<file path="src/rtl/synth_pkg.sv">
// Shared synthesizer types and constants used by the voice-level blocks.
package synth_pkg;

    localparam int NUM_VOICES = 8;
    localparam int VEL_WIDTH  = 3;
    localparam int NOTE_WIDTH = 7;

    typedef enum logic [2:0] {
        ST_IDLE    = 3'd0,
        ST_ATTACK  = 3'd1,
        ST_DECAY   = 3'd2,
        ST_SUSTAIN = 3'd3,
        ST_RELEASE = 3'd4
    } adsr_state_t;

endpackage

</file>
<file path="src/rtl/adsr_voice.sv">
// Single ADSR voice: gate edge capture, envelope FSM with clamped steps and
// optional velocity scaling of the output (enabled by ADSR_VELOCITY_EN).
module adsr_voice
    import synth_pkg::*;
#(
    parameter int                   ENV_WIDTH     = 16,
    parameter logic [ENV_WIDTH-1:0] ATTACK_STEP   = 16'd64,
    parameter logic [ENV_WIDTH-1:0] DECAY_STEP    = 16'd16,
    parameter logic [ENV_WIDTH-1:0] SUSTAIN_LEVEL = 16'd40000,
    parameter logic [ENV_WIDTH-1:0] RELEASE_STEP  = 16'd8
) (
    input  logic                 clk,
    input  logic                 rst,
    input  logic                 sample_tick,
    input  logic                 on_in,
    input  logic [VEL_WIDTH-1:0] velocity_in,
    output logic [ENV_WIDTH-1:0] env_out,
    output logic                 active_out
);

    localparam logic [ENV_WIDTH-1:0] ENV_MAX = {ENV_WIDTH{1'b1}};

    adsr_state_t          state_r;
    adsr_state_t          state_next_s;
    logic [ENV_WIDTH-1:0] level_r;
    logic [ENV_WIDTH-1:0] level_next_s;
    logic                 on_prev_r;
    logic                 trig_r;
    logic                 rise_s;
    logic                 trig_eff_s;
    logic [ENV_WIDTH:0]   inc_s;
    logic [ENV_WIDTH:0]   dec_s;
    logic [ENV_WIDTH:0]   rel_s;
    logic [ENV_WIDTH-1:0] env_r;
    logic                 active_r;

    assign rise_s     = on_in & ~on_prev_r;
    // A rise coinciding with the tick must win over the sticky flag's clear.
    assign trig_eff_s = trig_r | rise_s;
    assign inc_s      = {1'b0, level_r} + {1'b0, ATTACK_STEP};
    assign dec_s      = {1'b0, level_r} - {1'b0, DECAY_STEP};
    assign rel_s      = {1'b0, level_r} - {1'b0, RELEASE_STEP};

`ifdef ADSR_VELOCITY_EN
    logic [VEL_WIDTH-1:0] vel_r;

    function automatic logic [ENV_WIDTH-1:0] scale_level(
        input logic [ENV_WIDTH-1:0] lvl,
        input logic [VEL_WIDTH-1:0] vel
    );
        logic [ENV_WIDTH+2:0] prod;
        prod = {3'b000, lvl} * ({{ENV_WIDTH{1'b0}}, vel} + {{(ENV_WIDTH+2){1'b0}}, 1'b1});
        return prod[ENV_WIDTH+2:3];
    endfunction

    // Latch velocity on each gate rise
    always_ff @(posedge clk) begin
        if (rst) begin
            vel_r <= 3'd0;
        end else if (rise_s) begin
            vel_r <= velocity_in;
        end else begin
            vel_r <= vel_r;
        end
    end
`else
    logic unused_vel_s;
    assign unused_vel_s = ^velocity_in;
`endif

    // Gate edge detector and sticky trigger, cleared by each sample tick
    always_ff @(posedge clk) begin
        if (rst) begin
            on_prev_r <= 1'b0;
            trig_r    <= 1'b0;
        end else begin
            on_prev_r <= on_in;
            if (sample_tick) begin
                trig_r <= 1'b0;
            end else if (rise_s) begin
                trig_r <= 1'b1;
            end else begin
                trig_r <= trig_r;
            end
        end
    end

    // Envelope next-state and level computation
    always_comb begin
        state_next_s = state_r;
        level_next_s = level_r;
        if (sample_tick && trig_eff_s) begin
            state_next_s = ST_ATTACK;
        end else if (sample_tick && !on_in &&
                     (state_r == ST_ATTACK || state_r == ST_DECAY || state_r == ST_SUSTAIN)) begin
            state_next_s = ST_RELEASE;
        end else if (sample_tick) begin
            case (state_r)
                ST_ATTACK: begin
                    if (inc_s >= {1'b0, ENV_MAX}) begin
                        level_next_s = ENV_MAX;
                        state_next_s = ST_DECAY;
                    end else begin
                        level_next_s = inc_s[ENV_WIDTH-1:0];
                    end
                end
                ST_DECAY: begin
                    if (dec_s[ENV_WIDTH] || (dec_s[ENV_WIDTH-1:0] <= SUSTAIN_LEVEL)) begin
                        level_next_s = SUSTAIN_LEVEL;
                        state_next_s = ST_SUSTAIN;
                    end else begin
                        level_next_s = dec_s[ENV_WIDTH-1:0];
                    end
                end
                ST_SUSTAIN: begin
                    level_next_s = level_r;
                end
                ST_RELEASE: begin
                    if (rel_s[ENV_WIDTH] || (rel_s[ENV_WIDTH-1:0] == {ENV_WIDTH{1'b0}})) begin
                        level_next_s = {ENV_WIDTH{1'b0}};
                        state_next_s = ST_IDLE;
                    end else begin
                        level_next_s = rel_s[ENV_WIDTH-1:0];
                    end
                end
                ST_IDLE: begin
                    level_next_s = {ENV_WIDTH{1'b0}};
                end
                default: begin
                    level_next_s = {ENV_WIDTH{1'b0}};
                    state_next_s = ST_IDLE;
                end
            endcase
        end else begin
            state_next_s = state_r;
            level_next_s = level_r;
        end
    end

    // Envelope state and level registers
    always_ff @(posedge clk) begin
        if (rst) begin
            state_r <= ST_IDLE;
            level_r <= {ENV_WIDTH{1'b0}};
        end else begin
            state_r <= state_next_s;
            level_r <= level_next_s;
        end
    end

    // Registered amplitude and activity outputs, one cycle behind the level
    always_ff @(posedge clk) begin
        if (rst) begin
            env_r    <= {ENV_WIDTH{1'b0}};
            active_r <= 1'b0;
        end else begin
`ifdef ADSR_VELOCITY_EN
            env_r    <= scale_level(level_r, vel_r);
`else
            env_r    <= level_r;
`endif
            active_r <= (state_r != ST_IDLE);
        end
    end

    assign env_out    = env_r;
    assign active_out = active_r;

endmodule

</file>
<file path="src/rtl/adsr_envelope.sv">
// Eight-voice ADSR envelope generator sharing one sample tick.
// Velocity scaling of env_out is enabled by defining ADSR_VELOCITY_EN.
module adsr_envelope
    import synth_pkg::*;
#(
    parameter int                   ENV_WIDTH     = 16,
    parameter logic [ENV_WIDTH-1:0] ATTACK_STEP   = 16'd64,
    parameter logic [ENV_WIDTH-1:0] DECAY_STEP    = 16'd16,
    parameter logic [ENV_WIDTH-1:0] SUSTAIN_LEVEL = 16'd40000,
    parameter logic [ENV_WIDTH-1:0] RELEASE_STEP  = 16'd8
) (
    input  logic                                  clk,
    input  logic                                  rst,
    input  logic                                  sample_tick,
    input  logic [NUM_VOICES-1:0]                 on_in,
    input  logic [NUM_VOICES-1:0][VEL_WIDTH-1:0]  velocity_in,
    output logic [NUM_VOICES-1:0][ENV_WIDTH-1:0]  env_out,
    output logic [NUM_VOICES-1:0]                 active_out
);

    for (genvar i = 0; i < NUM_VOICES; i++) begin : g_voice
        adsr_voice #(
            .ENV_WIDTH    (ENV_WIDTH),
            .ATTACK_STEP  (ATTACK_STEP),
            .DECAY_STEP   (DECAY_STEP),
            .SUSTAIN_LEVEL(SUSTAIN_LEVEL),
            .RELEASE_STEP (RELEASE_STEP)
        ) u_voice (
            .clk        (clk),
            .rst        (rst),
            .sample_tick(sample_tick),
            .on_in      (on_in[i]),
            .velocity_in(velocity_in[i]),
            .env_out    (env_out[i]),
            .active_out (active_out[i])
        );
    end

endmodule
</file>
<file path="config.mk">
export PLATFORM = sky130hd
export DESIGN_NAME = adsr_envelope
export DESIGN_NICKNAME = d
export VERILOG_FILES = /design/src/rtl/synth_pkg.sv /design/src/rtl/adsr_voice.sv /design/src/rtl/adsr_envelope.sv
export SDC_FILE = /design/constraint.sdc
export NUM_CORES = 1
export LEC_CHECK = 0
export CORE_ASPECT_RATIO = 0.6
export CORE_UTILIZATION = 45
export DETAILED_ROUTE_END_ITERATION = 8
export DONT_BUFFER_PORTS = 1
export GPL_TIMING_DRIVEN = 0
export HOLD_SLACK_MARGIN = 0.1
export SYNTH_ARGS = -nofsm -noshare
export SYNTH_HDL_FRONTEND = slang
export SYNTH_HIERARCHICAL = 1
export SYNTH_SLANG_ARGS = --single-unit
export TNS_END_PERCENT = 10
</file>
<file path="constraint.sdc">
create_clock -name clk -period 4.4 [get_ports clk]
set_clock_uncertainty 0.2 [all_clocks]
set_input_delay 0.88 -clock clk [delete_from_list [all_inputs] [get_ports clk]]
set_output_delay 0.88 -clock clk [all_outputs]
set_load 0.03 [all_outputs]
</file>
==> results of run 1 <==
[power groups by stage]
stage          Sequential, mW  Clock (mW)  Combinational, mW
2_1_floorplan            2.58           0              0.489
3_3_place_gp             2.59           0              0.642
3_5_place_dp             2.59           0              0.643
4_1_cts                  2.53        2.75              0.648
5_1_grt                  2.54        2.85              0.721
6_report                 2.54        2.67              0.667
[worst max path at each step]
stage	from	endpoint	slack (ps)	cells past startpoint
after floorplan	g_voice[7].u_voice/level_r[6]$_SDFFE_PP0P_	g_voice[7].u_voice/level_r[1]$_SDFFE_PP0P_	1200	10
after detailed placement	g_voice[7].u_voice/level_r[6]$_SDFFE_PP0P_	g_voice[7].u_voice/level_r[1]$_SDFFE_PP0P_	580	10
after global routing	g_voice[7].u_voice/level_r[6]$_SDFFE_PP0P_	g_voice[7].u_voice/level_r[1]$_SDFFE_PP0P_	310	10
after global placement	g_voice[7].u_voice/level_r[6]$_SDFFE_PP0P_	g_voice[7].u_voice/level_r[1]$_SDFFE_PP0P_	560	10
final	g_voice[7].u_voice/level_r[6]$_SDFFE_PP0P_	g_voice[7].u_voice/level_r[1]$_SDFFE_PP0P_	440	10
after CTS	g_voice[7].u_voice/level_r[6]$_SDFFE_PP0P_	g_voice[7].u_voice/level_r[1]$_SDFFE_PP0P_	560	10
[layout by cell type, fill, tap and decap left out, types with 33 or more instances in the layout]
| cell type | synthesis | final |
|---|---|---|
| xnor2_1 | 118 | 118 |
| nand3_1 | 109 | 109 |
| ha_1 | 73 | 73 |
| nand2_1 | 166 | 166 |
| clkbuf_1 | 84 | 89 |
| xor2_1 | 45 | 45 |
| buf_2 | 53 | 53 |
| nor2_1 | 268 | 268 |
| o211ai_1 | 37 | 37 |
| inv_1 | 95 | 95 |
| nor3_1 | 60 | 60 |
| nor2b_1 | 82 | 82 |
| a21oi_1 | 161 | 161 |
| o21ai_0 | 132 | 132 |
| or3_1 | 51 | 51 |
| nor4_1 | 33 | 33 |
| dfxtp_1 | 272 | 272 |
[kinds of logic after synthesis]
| logic type | count (synthesis) |
|---|---|
| xor gates and xnor gates | 163 |
| AOI/OAI and AO/OA | 667 |
| and+or+nand+nor | 991 |
| muxes | 17 |
| buffers and inverters | 264 |
| DFF | 272 |
| adders and majority gates | 81 |
[routing by layer]
layer,routed length [µm],global-route usage
met5,13,0
met4,1150,0.0639
met3,7100,0.0635
met2,25200,0.384
met1,31700,0.452
[flip-flops by register name (all words and copies together) (netlist names)]
name / count
g_voice.u_voice/on_prev_r: 8
g_voice.u_voice/active_out: 8
g_voice.u_voice/trig_r: 8
g_voice.u_voice/level_r: 112
g_voice.u_voice/state_r: 24
g_voice.u_voice/env_out: 112
[metrics by stage]
| stage | setup slack, ps | power (mW) |
|---|---|---|
| after detailed placement | 577 | 3.23 |
| after global placement | 564 | 3.23 |
| after global routing | 307 | 6.11 |
| after floorplan | 1200 | 3.07 |
| after CTS | 565 | 5.93 |
| final | 437 | 5.87 |
[area by class of cell]
type                            instances  area (µm²)  share of cell area
Inverter                              102         383              0.0181
Buffer                                162         742              0.0350
Clock buffer                           39         813              0.0384
Tap cell                              570         713              0.0336
Multi-Input combinational cell       1919       12900               0.608
Sequential cell                       272        5450               0.257
Clock inverter                         14         214              0.0101
==> flow_metrics.tcl, run 1 <==
set metrics [dict create \
    htree_levels 1 \
    ys_warn_count 6 \
    tns_ps 0 \
    whs_ps 177 \
    synth_most_common_cell "dfxtp_1" \
    finalCritPeriodShare 0.901 \
    final_max_slew_viol_count 0 \
    clock-sinks 272 \
    maxClockFrequency_ghz 0.252 \
    track_usage 0.287 \
    ant_nets 0 \
    dieHeight_um 163 \
    routed_wl_um 65200 \
    cts_resized 0 \
    critPathCaptureType "register" \
    grt_pass1_vias 17500 \
    worstMarginPinSlew_ps 1260 \
    antenna_found_initial 1 \
    dp.cells 3025 \
    powerDensity_nw_per_um2 277 \
    vias 19200 \
    seqPwrFrac 0.432 \
    cts_tree "yes" \
    post-route-drc-count 0 \
    layout-drive-gt1-share 0.106 \
    synth_compound_area_frac 0.254 \
    clkPwrFrac 0.455 \
    synth_common_cells "dfxtp_1, nor2_1, nand2_1, a21oi_1, o21ai_0" \
    synth_xor_area_frac 0.0734 \
    antenna_cells 0 \
    grt_setup_unrepaired "false" \
    worstSetupPathType "reg -> reg" \
    min_to "g_voice[4].u_voice/trig_r$_SDFFE_PP0P_" \
    stdcell_count 3078 \
    synth.area.mux_share 0.00907 \
    numPortBuffers 0 \
    drtIter0Drc 2535 \
    grt_overflow 0 \
    hp-class "in -> reg" \
    combPwrFrac 0.114 \
    synthCells 2455 \
    yosysTopAreaCell "dfxtp_1" \
    cap_violations 0 \
    worstPathCellList "buf_2 -> inv_1 -> ha_1 -> clkbuf_1 -> a21boi_0 -> o31a_1 -> o31ai_4 -> inv_1 -> or3_1 -> mux2_4" \
    core-area_um2 42200 \
    whs_path_depth 1 \
    syn_nets 2563 \
    design_area_um2 21200 \
    cp.required_ps 4670 \
    cp_top_family "compound AO/OA/AOI/OAI gates" \
    fin_crit_ps 3960 \
    min_from "sample_tick" \
    fillers 4156 \
    relSlewSlack 0.156 \
    ir_drop_mv 0.253 \
    holdBufCountCts 0 \
    outcome "finished clean" \
    crit_fanout 10 \
    timing.rr.end "g_voice[7].u_voice/level_r[1]$_SDFFE_PP0P_" \
    setup_viol 0 \
    dpl_cell_area_um2 20200 \
    cts_max_path_buffers 3 \
    rows 58 \
    synthAdderAreaFrac 0.0511 \
    synth_area_um2 19500 \
    cts_setup_buffers 0 \
    ys_ff_latch 272 \
    synth.top_cell.area_share 0.280 \
    die_w_um 270 \
    yosys-top-cells-area "dfxtp_1, xnor2_1, nor2_1, ha_1, a21oi_1" \
    clock_latency_ps 580 \
    viasPerCell 6.25 \
    switching_share 0.267 \
    synth_flop_cell "dfxtp_1" \
    synth_edf_count 0 \
    synthSimpleGateAreaFrac 0.275 \
    initial_utilization 0.461 \
    async_flop_share 0 \
    fin_util 0.502 \
    cpMaxStageDelayCell "dfxtp_1" \
    first_pass_iters 6 \
    p_int_mw 4.30 \
    yosys.cell_types.count 85 \
    nets 2594 \
    ys_seq_area_frac 0.280 \
    num_io_pins 171 \
    p_sw_mw 1.57 \
    synth_top_family_by_area "simple AND/OR/NAND/NOR gates" \
    grt_pass1_wl_um 102000 \
    reg2reg_depth 10 \
    area_growth_pct 8.94 \
    grt_start_max_net_pins 51 \
    finalHoldViolCount 0 \
    critPathMaxStageDelay_ps 480 \
    reg2reg_slack_ps 440 \
    r2r_start "g_voice[7].u_voice/level_r[6]$_SDFFE_PP0P_" \
    cpMostUsedCell "inv_1" \
    globalplace.congestion 0.987 \
    dpl.hpwl_um 48500 \
    avgRoutedWirePerCell_um 21.2 \
    cp.arrival_ps 4230 \
    crit_path_start_kind "register" \
    cts_inserted_buffers 29 \
    clk_pin_slew_ps 60 \
    leakage_nw 8.36 \
    avgSynthCellArea_um2 7.93 \
    die_area_um2 44100 \
    cts_root_buffer "clkbuf_16" \
    cp_num_buf_inv 4 \
]
(Power assumes the default switching activity.)
==> run 2, diff against run 1 <==
--- a/config.mk
+++ b/config.mk
@@ -7,12 +7,13 @@
 export LEC_CHECK = 0
 export CORE_ASPECT_RATIO = 0.6
 export CORE_UTILIZATION = 45
+export CTS_BUF_LIST = sky130_fd_sc_hd__clkbuf_8
 export DETAILED_ROUTE_END_ITERATION = 8
 export DONT_BUFFER_PORTS = 1
+export GPL_ROUTABILITY_DRIVEN = 0
 export GPL_TIMING_DRIVEN = 0
 export HOLD_SLACK_MARGIN = 0.1
 export SYNTH_ARGS = -nofsm -noshare
 export SYNTH_HDL_FRONTEND = slang
-export SYNTH_HIERARCHICAL = 1
 export SYNTH_SLANG_ARGS = --single-unit
 export TNS_END_PERCENT = 10
==> run 2 against run 1 <==
Net effect:
- flip-flop and latch count stayed put
- register-to-register slack worse by 370 ps
- fmax is 8.6% lower
- first-iteration DRC count is 24% higher
- non-clock buffer count is 43 higher
- die area is 0.34% lower
- cell count is 4.7% higher
- cell area is 0.60% lower
- largest power group is now sequential cells
- critical path type unchanged
- clock power is 7.5% lower
- critical path depth is 1 higher
==> flow_metrics.tcl, run 2 <==
set metrics [dict create \
    synth_area_um2 19400 \
    stdcell_count 3222 \
    met1Wirelength_um 33300 \
    maxClockFrequency_ghz 0.231 \
    fin_crit_ps 4340 \
    avgRoutedWirePerCell_um 22.6 \
    vias 20900 \
    viasPerCell 6.48 \
    critPathCaptureType "register" \
    ys_ff_latch 272 \
    wl_met3_um 11100 \
    top_layer "met4" \
    dp.cells 3142 \
    ff_latch_area_um2 5450 \
    relSlewSlack 0.158 \
    dpl.hpwl_um 54100 \
    synthCells 2572 \
    clock-sinks 272 \
    ys_seq_area_frac 0.281 \
    htree_levels 2 \
    powerDensity_nw_per_um2 260 \
    setup_ws_ps 65.0 \
    final_max_slew_viol_count 0 \
    final_cell_mix "nor2_1, dfxtp_1, nand2_1" \
    avgSynthCellArea_um2 7.54 \
    fillers 4206 \
    setup_viol 0 \
    synth_xor_area_frac 0.0592 \
    grt_setup_unrepaired "false" \
    post-route-drc-count 0 \
    design_area_um2 21100 \
    leakage_nw 8.00 \
    drtIter0Drc 3138 \
    cts_root_buffer "clkbuf_8" \
    area_growth_pct 8.67 \
    first_pass_iters 6 \
    yosys.cell_types.count 109 \
    grt_overflow 0 \
    finalCritPeriodShare 0.985 \
    synthSimpleGateAreaFrac 0.263 \
    track_usage 0.317 \
    layout-drive-gt1-share 0.0676 \
    num_io_pins 171 \
    syn_nets 2687 \
    finalHoldViolCount 0 \
    whs_ps 197 \
    synth.top_cell.area_share 0.281 \
    yosys-top-cells-area "dfxtp_1, nor2_1, ha_1, o21ai_0, nand2_1" \
    synth_most_common_cell "nor2_1" \
    preCtsSetupSlack_ps -88.8 \
    core-area_um2 42200 \
    layout_commonest_cell "nor2_1" \
    rows 58 \
    synth_flop_cell "dfxtp_1" \
    worstSetupPathType "reg -> reg" \
    synth.area.mux_share 0.00955 \
    dieHeight_um 163 \
    nets 2735 \
    die_w_um 270 \
    outcome "finished clean" \
    numPortBuffers 0 \
    ant_nets 0 \
    initial_utilization 0.460 \
    wl_met2_um 26700 \
    fin_total_pwr_mw 5.47 \
    worstMarginPinSlew_ps 1260 \
    routed_wl_um 73000 \
    synth_compound_area_frac 0.265 \
    ys_warn_count 0 \
    cts_setup_buffers 0 \
    multi_input_area_um2 12700 \
    synthAdderAreaFrac 0.0547 \
    grt_pass1_wl_um 110000 \
    dpl_cell_area_um2 20100 \
    cts_inserted_buffers 46 \
    clk_pin_slew_ps 70 \
    antenna_found_initial 0 \
    hp-class "in -> reg" \
    async_flop_share 0 \
    yosysTopAreaCell "dfxtp_1" \
    cts_tree "yes" \
    cp.required_ps 4690 \
    grt_pass1_vias 18200 \
    cts_max_path_buffers 3 \
    crit_fanout 10 \
    synth_common_cells "nor2_1, dfxtp_1, nand2_1, o21ai_0, clkbuf_1" \
    cap_violations 0 \
    crit_path_start_kind "register" \
    cp.arrival_ps 4630 \
    synth_edf_count 0 \
    clock_latency_ps 620 \
    synth_top_family_by_area "compound AO/OA/AOI/OAI gates" \
    grt_start_max_net_pins 12 \
    ir_drop_mv 0.270 \
    die_area_um2 44000 \
]
-- run 2: cell types whose count changed after synthesis, moves of 27 or more --
cell,delta
a21oi_1,-52
a22o_1,+39
buf_2,-44
clkbuf_1,+54
nand2_1,+48
nor3_1,+28
o21ai_0,+48
or3_1,-28
xnor2_1,-27
-- run 2: path summary, 6_finish.rpt --
path / from / endpoint / slack, ps / cells past startpoint
max: g_voice[3].u_voice.level_r[7]$_SDFFE_PP0P_ / g_voice[3].u_voice.level_r[7]$_SDFFE_PP0P_ / 60 / 11
min: on_in[5] / g_voice[5].u_voice.on_prev_r$_SDFF_PP0_ / 200 / 1
max reg2reg: g_voice[3].u_voice.level_r[7]$_SDFFE_PP0P_ / g_voice[3].u_voice.level_r[7]$_SDFFE_PP0P_ / 60 / 11
min reg2reg: g_voice[1].u_voice.trig_r$_SDFFE_PP0P_ / g_voice[1].u_voice.trig_r$_SDFFE_PP0P_ / 300 / 2
-- run 2: repair_timing --
| item | in CTS | in global routing |
|---|---|---|
| gates resized for setup | 0 | 3 |
| hold buffers | 0 | 0 |
| setup endpoints to repair | 0 | 5 |
-- run 2: routing by layer --
metal,vias to the layer above,global-route usage
met5,-,0
met4,0,0.0870
met3,145,0.113
met2,1533,0.400
met1,9759,0.486
li1,9428,-
-- run 2: critical path, cell delays in order (launching register included) --
cell      delay (ps)
dfxtp_1          350
clkbuf_1         380
clkinv_1         390
ha_1             330
nor3b_1          210
o21ai_1          420
o311ai_4         270
a41oi_2          580
clkbuf_1         540
nand2_1          100
o311a_1          140
o22ai_1          300
-- run 2: cells by family (layout without fill, tap and decap cells) --
group	count (synthesis)	in the layout
xor+xnor	131	131
compound gates	739	739
other cells	0	3
flops	272	272
simple gates	1016	1016
buf+inv	310	387
fa+ha+maj	86	86
mux	18	18
-- run 2: power by group --
| group | internal [mW] | switching [mW] | leakage, nW | total (mW) |
|---|---|---|---|---|
| combinational | 0.133 | 0.359 | 5.28 | 0.493 |
| sequential | 2.49 | 0.0183 | 2.20 | 2.50 |
| clock | 1.31 | 1.16 | 0.523 | 2.47 |
| total | 3.93 | 1.54 | 8.00 | 5.47 |
-- run 2: layout make-up --
| cell class | instances | share of cell area |
|---|---|---|
| diodes | 3 | 0.000356 |
| plain buffers | 205 | 0.0436 |
| clock buffers | 52 | 0.0340 |
| flip-flops and latches | 272 | 0.258 |
| clock inverters | 25 | 0.0104 |
| well taps | 570 | 0.0338 |
| inverters | 105 | 0.0187 |
| multi-input cells | 1990 | 0.601 |
-- run 2: stage by stage --
stage / TNS, ps / utilization
after CTS: 0 / 0.499
after floorplan: 0 / -
after detailed placement: -421 / 0.477
after global placement: -108 / 0.477
final: 0 / 0.500
after global routing: 0 / 0.500
